### src/rtl/conv_filter_stream.sv
// Streaming strided, zero-padded 2-D convolution: buffers one square input map,
// then computes each output with a single time-multiplexed signed MAC.
module conv_filter_stream #(
    parameter int DATA_W      = 32,
    parameter int INPUT_SIZE  = 7,
    parameter int FILTER_SIZE = 3,
    parameter int STRIDE      = 2,
    parameter int PAD         = 0,
    parameter int RELU        = 0
) (
    input  logic              clk,
    input  logic              reset,
    input  logic              coef_valid,
    output logic              coef_ready,
    input  logic [DATA_W-1:0] coef_data,
    input  logic              in_valid,
    output logic              in_ready,
    input  logic [DATA_W-1:0] in_data,
    output logic              out_valid,
    input  logic              out_ready,
    output logic [DATA_W-1:0] out_data,
    output logic              out_last,
    output logic              busy
);

    localparam int OUT_SIZE = (INPUT_SIZE + 2*PAD - FILTER_SIZE) / STRIDE + 1;
    localparam int NPIX     = INPUT_SIZE * INPUT_SIZE;
    localparam int NTAP     = FILTER_SIZE * FILTER_SIZE;
    localparam int ACC_W    = 2*DATA_W + $clog2(NTAP + 1);
    localparam int PCW      = (NPIX > 1) ? $clog2(NPIX) : 1;
    localparam int CCW      = $clog2(NTAP + 1);
    localparam int TW       = $clog2(FILTER_SIZE + 1);
    localparam int OW       = $clog2(OUT_SIZE + 1);
    localparam int IW       = 32;

    localparam logic signed [ACC_W-1:0] ACC_MAX = {{(ACC_W-DATA_W+1){1'b0}}, {(DATA_W-1){1'b1}}};
    localparam logic signed [ACC_W-1:0] ACC_MIN = {{(ACC_W-DATA_W+1){1'b1}}, {(DATA_W-1){1'b0}}};

    typedef enum logic [1:0] {S_LOAD = 2'd0, S_MAC = 2'd1, S_OUT = 2'd2} state_t;

    logic        [DATA_W-1:0] r_buf  [NPIX];
    logic signed [DATA_W-1:0] r_taps [NTAP];
    logic signed [DATA_W-1:0] r_bias;
    state_t                   r_state;
    logic [PCW-1:0]           r_pix_cnt;
    logic [CCW-1:0]           r_coef_cnt;
    logic [OW-1:0]            r_orow, r_ocol;
    logic [TW-1:0]            r_tr, r_tc;
    logic signed [ACC_W-1:0]  r_acc;
    logic                     r_coef_ready, r_in_ready, r_out_valid, r_out_last, r_busy;
    logic [DATA_W-1:0]        r_out_data;

    logic                     w_pix_fire, w_coef_fire, w_inb, w_last_pos;
    logic [IW-1:0]            w_rp, w_cp;
    logic [PCW-1:0]           w_idx;
    logic [CCW-1:0]           w_tap_idx;
    logic signed [DATA_W-1:0] w_pix;
    logic signed [2*DATA_W-1:0] w_prod;
    logic signed [ACC_W-1:0]  w_acc_nxt, w_bias_ext;
    logic [DATA_W-1:0]        w_res;

    assign w_pix_fire  = (r_state == S_LOAD) && in_valid && r_in_ready;
    assign w_coef_fire = (r_state == S_LOAD) && coef_valid && r_coef_ready;

    // Padded coordinates are kept offset by PAD so the bounds test stays unsigned.
    assign w_rp  = IW'(r_orow) * IW'(STRIDE) + IW'(r_tr);
    assign w_cp  = IW'(r_ocol) * IW'(STRIDE) + IW'(r_tc);
    assign w_inb = (w_rp >= IW'(PAD)) && (w_rp < IW'(INPUT_SIZE + PAD)) &&
                   (w_cp >= IW'(PAD)) && (w_cp < IW'(INPUT_SIZE + PAD));
    assign w_idx = PCW'(w_rp - IW'(PAD)) * PCW'(INPUT_SIZE) + PCW'(w_cp - IW'(PAD));
    assign w_tap_idx = CCW'(r_tr) * CCW'(FILTER_SIZE) + CCW'(r_tc);

    assign w_pix      = w_inb ? r_buf[w_idx] : {DATA_W{1'b0}};
    assign w_prod     = w_pix * r_taps[w_tap_idx];
    assign w_acc_nxt  = r_acc + {{(ACC_W-2*DATA_W){w_prod[2*DATA_W-1]}}, w_prod};
    assign w_bias_ext = {{(ACC_W-DATA_W){r_bias[DATA_W-1]}}, r_bias};
    assign w_last_pos = (r_orow == OW'(OUT_SIZE - 1)) && (r_ocol == OW'(OUT_SIZE - 1));

    // Saturate the final accumulation to the output range, with optional ReLU clamp.
    always_comb begin
        w_res = {DATA_W{1'b0}};
        if ((RELU != 0) && w_acc_nxt[ACC_W-1]) begin
            w_res = {DATA_W{1'b0}};
        end else if (w_acc_nxt > ACC_MAX) begin
            w_res = {1'b0, {(DATA_W-1){1'b1}}};
        end else if (w_acc_nxt < ACC_MIN) begin
            w_res = {1'b1, {(DATA_W-1){1'b0}}};
        end else begin
            w_res = w_acc_nxt[DATA_W-1:0];
        end
    end

    // Pixel buffer and coefficient storage; deliberately survive reset.
    always_ff @(posedge clk) begin
        if (!reset) begin
            if (w_pix_fire) begin
                r_buf[r_pix_cnt] <= in_data;
            end
            if (w_coef_fire) begin
                if (r_coef_cnt < CCW'(NTAP)) begin
                    r_taps[r_coef_cnt] <= coef_data;
                end else begin
                    r_bias <= coef_data;
                end
            end
        end
    end

    // Control FSM, MAC accumulator and registered handshake outputs.
    always_ff @(posedge clk) begin
        if (reset) begin
            r_state      <= S_LOAD;
            r_pix_cnt    <= {PCW{1'b0}};
            r_coef_cnt   <= {CCW{1'b0}};
            r_orow       <= {OW{1'b0}};
            r_ocol       <= {OW{1'b0}};
            r_tr         <= {TW{1'b0}};
            r_tc         <= {TW{1'b0}};
            r_acc        <= {ACC_W{1'b0}};
            r_coef_ready <= 1'b1;
            r_in_ready   <= 1'b1;
            r_out_valid  <= 1'b0;
            r_out_last   <= 1'b0;
            r_out_data   <= {DATA_W{1'b0}};
            r_busy       <= 1'b0;
        end else begin
            if (w_coef_fire) begin
                r_coef_cnt <= (r_coef_cnt == CCW'(NTAP)) ? {CCW{1'b0}} : r_coef_cnt + CCW'(1);
            end
            case (r_state)
                S_LOAD: begin
                    if (w_pix_fire) begin
                        r_coef_ready <= 1'b0;
                        if (r_pix_cnt == PCW'(NPIX - 1)) begin
                            r_pix_cnt  <= {PCW{1'b0}};
                            r_state    <= S_MAC;
                            r_in_ready <= 1'b0;
                            r_busy     <= 1'b1;
                            r_acc      <= w_bias_ext;
                            r_orow     <= {OW{1'b0}};
                            r_ocol     <= {OW{1'b0}};
                            r_tr       <= {TW{1'b0}};
                            r_tc       <= {TW{1'b0}};
                        end else begin
                            r_pix_cnt <= r_pix_cnt + PCW'(1);
                        end
                    end
                end
                S_MAC: begin
                    r_acc <= w_acc_nxt;
                    if (r_tc == TW'(FILTER_SIZE - 1)) begin
                        r_tc <= {TW{1'b0}};
                        if (r_tr == TW'(FILTER_SIZE - 1)) begin
                            r_tr        <= {TW{1'b0}};
                            r_state     <= S_OUT;
                            r_out_valid <= 1'b1;
                            r_out_data  <= w_res;
                            r_out_last  <= w_last_pos;
                        end else begin
                            r_tr <= r_tr + TW'(1);
                        end
                    end else begin
                        r_tc <= r_tc + TW'(1);
                    end
                end
                S_OUT: begin
                    if (out_ready) begin
                        r_out_valid <= 1'b0;
                        r_out_last  <= 1'b0;
                        if (w_last_pos) begin
                            r_state      <= S_LOAD;
                            r_in_ready   <= 1'b1;
                            r_coef_ready <= 1'b1;
                            r_busy       <= 1'b0;
                            r_orow       <= {OW{1'b0}};
                            r_ocol       <= {OW{1'b0}};
                        end else begin
                            r_state <= S_MAC;
                            r_acc   <= w_bias_ext;
                            if (r_ocol == OW'(OUT_SIZE - 1)) begin
                                r_ocol <= {OW{1'b0}};
                                r_orow <= r_orow + OW'(1);
                            end else begin
                                r_ocol <= r_ocol + OW'(1);
                            end
                        end
                    end
                end
                default: begin
                    r_state <= S_LOAD;
                end
            endcase
        end
    end

    assign coef_ready = r_coef_ready;
    assign in_ready   = r_in_ready;
    assign out_valid  = r_out_valid;
    assign out_data   = r_out_data;
    assign out_last   = r_out_last;
    assign busy       = r_busy;

endmodule

### config.mk
export PLATFORM = sky130hd
export DESIGN_NAME = conv_filter_stream
export DESIGN_NICKNAME = d
export VERILOG_FILES = /design/src/rtl/conv_filter_stream.sv
export SDC_FILE = /design/constraint.sdc
export NUM_CORES = 2
export LEC_CHECK = 0
export CAP_MARGIN = 20
export CELL_PAD_IN_SITES_DETAIL_PLACEMENT = 0
export CELL_PAD_IN_SITES_GLOBAL_PLACEMENT = 1
export CORE_MARGIN = 8
export CORE_UTILIZATION = 50
export CTS_BUF_LIST = sky130_fd_sc_hd__clkbuf_8
export CTS_CLUSTER_SIZE = 8
export DETAILED_ROUTE_END_ITERATION = 7
export DONT_BUFFER_PORTS = 1
export PLACE_DENSITY_LB_ADDON = 0.1
export SYNTH_ARGS = -nofsm -noshare
export SYNTH_HDL_FRONTEND = slang
export SYNTH_SLANG_ARGS = --single-unit
### constraint.sdc
create_clock -name clk -period 14.1 [get_ports clk]
set_input_delay 2.82 -clock clk [delete_from_list [all_inputs] [get_ports clk]]
set_output_delay 2.82 -clock clk [all_outputs]
set_load 0.005 [all_outputs]
==> metrics.md <==
| Metric | Value |
|---|---|
| Run status | `complete, but fails checks` |
| Failing checks | `setup timing` |
| Worst EP required | `between 15000 and 20000 ps` |
| Syn Area/Cell | `14.5 um2` |
| Final std cells w/o fill | `~13k` |
| Top cell type's share of synthesized area | `0.484` |
| Tcrit/Tclk final | `1.03` |
| Fmax | `69.2 MHz` |
| CTS tree | `built` |
| Worst-Margin Slew | `about 1100 ps` |
| Post-synthesis cell type count | `80` |
| Post-synth top flop | `edfxtp_1` |
| Total gr overflow | `0` |
| Root Driver | `clkbuf_8` |
| Syn_nets | `~9.6k` |
| Ports | `106` |
| Cell taking the most area after synthesis | `edfxtp_1` |
| Router iterations before antenna repair | `6` |
| DIE AREA | `~250000 um2` |
| Share of post-route cells with drive strength above 1 | `0.286` |
| TritonCTS buffer count | `about 340` |
| Final Cell Area | `between 100000 and 150000 um2` |
| Mapped Cells | `about 8k` |
| FFs w/ async S/R, synth | `0` |
| H-tree depth | `5` |
| IO Port Bufs | `0` |
| Initial core utilization | `0.503` |
| Synth area leaders | `edfxtp_1 (48%), fa_1 (19%), mux4_2 (11%)` |
| CP max-delay cell | `fa_2` |
| Clock sinks | `slightly above 2k` |
| Worst setup SP type | `register` |
| FF+latch count, synth | `2013` |
| Max_slew headroom | `0.288` |
| Post-Route WL | `364000 um` |
| Final Skew | `163 ps` |
| Reg clk slew, reported paths | `roughly 60 ps` |
| Seq/Total Area, Yosys | `0.505` |
| Final #Nets | `10.8k` |
| # setup viols final | `32` |
| FP Rows | `~180` |
| Critical path's largest stage delay | `630 ps` |
| Placed Area | `~130000 um2` |
| Post-synthesis cell area | `117000 um2` |
| Max Root-Sink Buffers | `4` |
| Final TNS setup | `-10300 ps` |
| Slew Limit Fails | `0` |
| Commonest cells in the netlist | `edfxtp_1 (1888), fa_1 (1090), inv_1 (1063), nor2_1 (744), mux4_2 (560)` |
| Vias per Instance | `between 5 and 6` |
| Core area | `233000 um2` |
| Via count | `~73k` |
| Final setup margin | `-355 ps` |
| Maximum net fanout on the critical path | `15` |
| Worst Setup End Kind | `register` |
| Antenna violations before repair | `15` |
| Vias in the first global route | `76.4k` |
| Routed len/inst | `28.7 um` |
| DRC | `0` |
| Die Ht | `approximately 500 um` |
| Antenna-violating nets left | `0` |
| Hpwl dp | `about 250000 um` |
| Synth warn | `0` |
| P&R area growth vs syn | `19.6%` |
| CP Data Arrival Time | `15390 ps` |
| Initial DRC Count | `6446` |
| Final hold violations | `0` |
| GPL Wtd Cong | `just over 0.9` |
| Post-synth EDFFs | `1888` |
| Total GRT Usage | `0.289` |
| Pin count of the biggest net entering global routing | `around 150` |
| Max-cap violations | `0` |
| RSZ-0062 raised after global routing | `true` |
| Count leader, synth | `edfxtp_1` |
| Most used cell, CP | `buf_4` |
| Worst-Skew Late Latency | `between 1000 and 1500 ps` |
| Die Wd | `approximately 500 um` |
| First-pass GRT wire length | `between 500000 and 600000 um` |
| Worst Hold Class | `reg -> reg` |
| Critical path class | `reg -> reg` |
| Dpl cells | `approximately 12k` |
| Minimum clock period | `14450 ps` |
[layer usage]
layer | wire (um) | vias to the layer above | track usage | part of all wire
met4 | 15300 | 2 | 0.104 | 0.042
met1 | 143000 | 38800 | 0.382 | 0.39
met3 | 26500 | 633 | 0.0479 | 0.073
met5 | 9 | - | 0 | 0.000025
li1 | - | 31100 | - | -
met2 | 180000 | 2906 | 0.487 | 0.49
[final cells by class]
class                           instances  area [um2]
Antenna cell                            5        12.5
Clock buffer                          355        4890
Clock inverter                        192         802
Fill cell                           18200       92700
Inverter                             1065        4000
Multi-Input combinational cell       4607       55100
Sequential cell                      2013       59200
Tap cell                             3132        3920
Timing Repair Buffer                 1313       12400
[state kept, by name, summed over array words and instances (netlist names), 2 cells and up]
signal / count
r_acc: 68
r_tc: 2
r_tr: 2
r_orow: 2
r_pix_cnt: 6
r_taps: 288
r_state: 2
r_bias: 32
r_coef_cnt: 4
out_data: 32
r_ocol: 2
r_buf: 1568
[per-stage QoR]
stage / setup WS (ps) / utilization / hold WS (ps)
2_1_floorplan: 13.5 / - / 436
3_3_place_gp: -1310 / 0.561 / 480
3_5_place_dp: -1430 / 0.561 / 490
4_1_cts: -324 / 0.596 / 406
5_1_grt: -824 / 0.602 / 475
6_report: -355 / 0.602 / 412
[worst max-delay path: cells and delay by family (launching register included)]
family / cells / cell delay, ps
compound gates: 12 / 1900
xor+xnor: 2 / 410
fa+ha+maj: 15 / 6690
buf+inv: 23 / 2840
flops: 1 / 330
mux: 2 / 1030
simple gates: 9 / 1110
[timing repair]
action | in CTS | in global routing
gates cloned | 6 | 5
hold buffers | 0 | 0
pin swaps | 132 | 158
resized for setup | 294 | 194
setup buffers | 102 | 71
setup endpoints to repair | 50 | 43
[logic make-up (layout without fill, tap and decap cells)]
logic type | count (synthesis) | after routing | synth area share
flops | 2013 | 2013 | 0.505
simple gates | 1849 | 1849 | 0.0721
buf+inv | 1494 | 2925 | 0.0485
fa+ha+maj | 1367 | 1367 | 0.216
mux | 631 | 631 | 0.114
compound gates | 628 | 628 | 0.0354
xor+xnor | 132 | 132 | 0.00986
other cells | 0 | 5 | 0
[layout by cell type, fill, tap and decap left out, drive strengths merged, types with 125 or more instances in the layout]
cell type and count:
nand2 419, a21oi 200, nand3 143, dfxtp 125, clkbuf 359, nor2 744
edfxtp 1888, fa 1090, mux4 560, ha 277, inv 1201, buf 1308
[path summary, 6_finish.rpt]
check | startpoint | to | slack [ps] | depth (start not counted)
hold reg to reg | r_bias[2]$_DFFE_PP_ | r_acc[2]$_SDFFE_PP0P_ | 410 | 2
setup / recovery | r_tr[1]$_SDFFE_PP0P_ | out_data[7]$_SDFFE_PP0P_ | -350 | 63
hold / removal | r_bias[2]$_DFFE_PP_ | r_acc[2]$_SDFFE_PP0P_ | 410 | 2
setup reg to reg | r_tr[1]$_SDFFE_PP0P_ | out_data[7]$_SDFFE_PP0P_ | -350 | 63
Power is left out: the tool's default activity adds up to more than one toggle a clock period on the data nets, which glitch-free logic cannot reach.
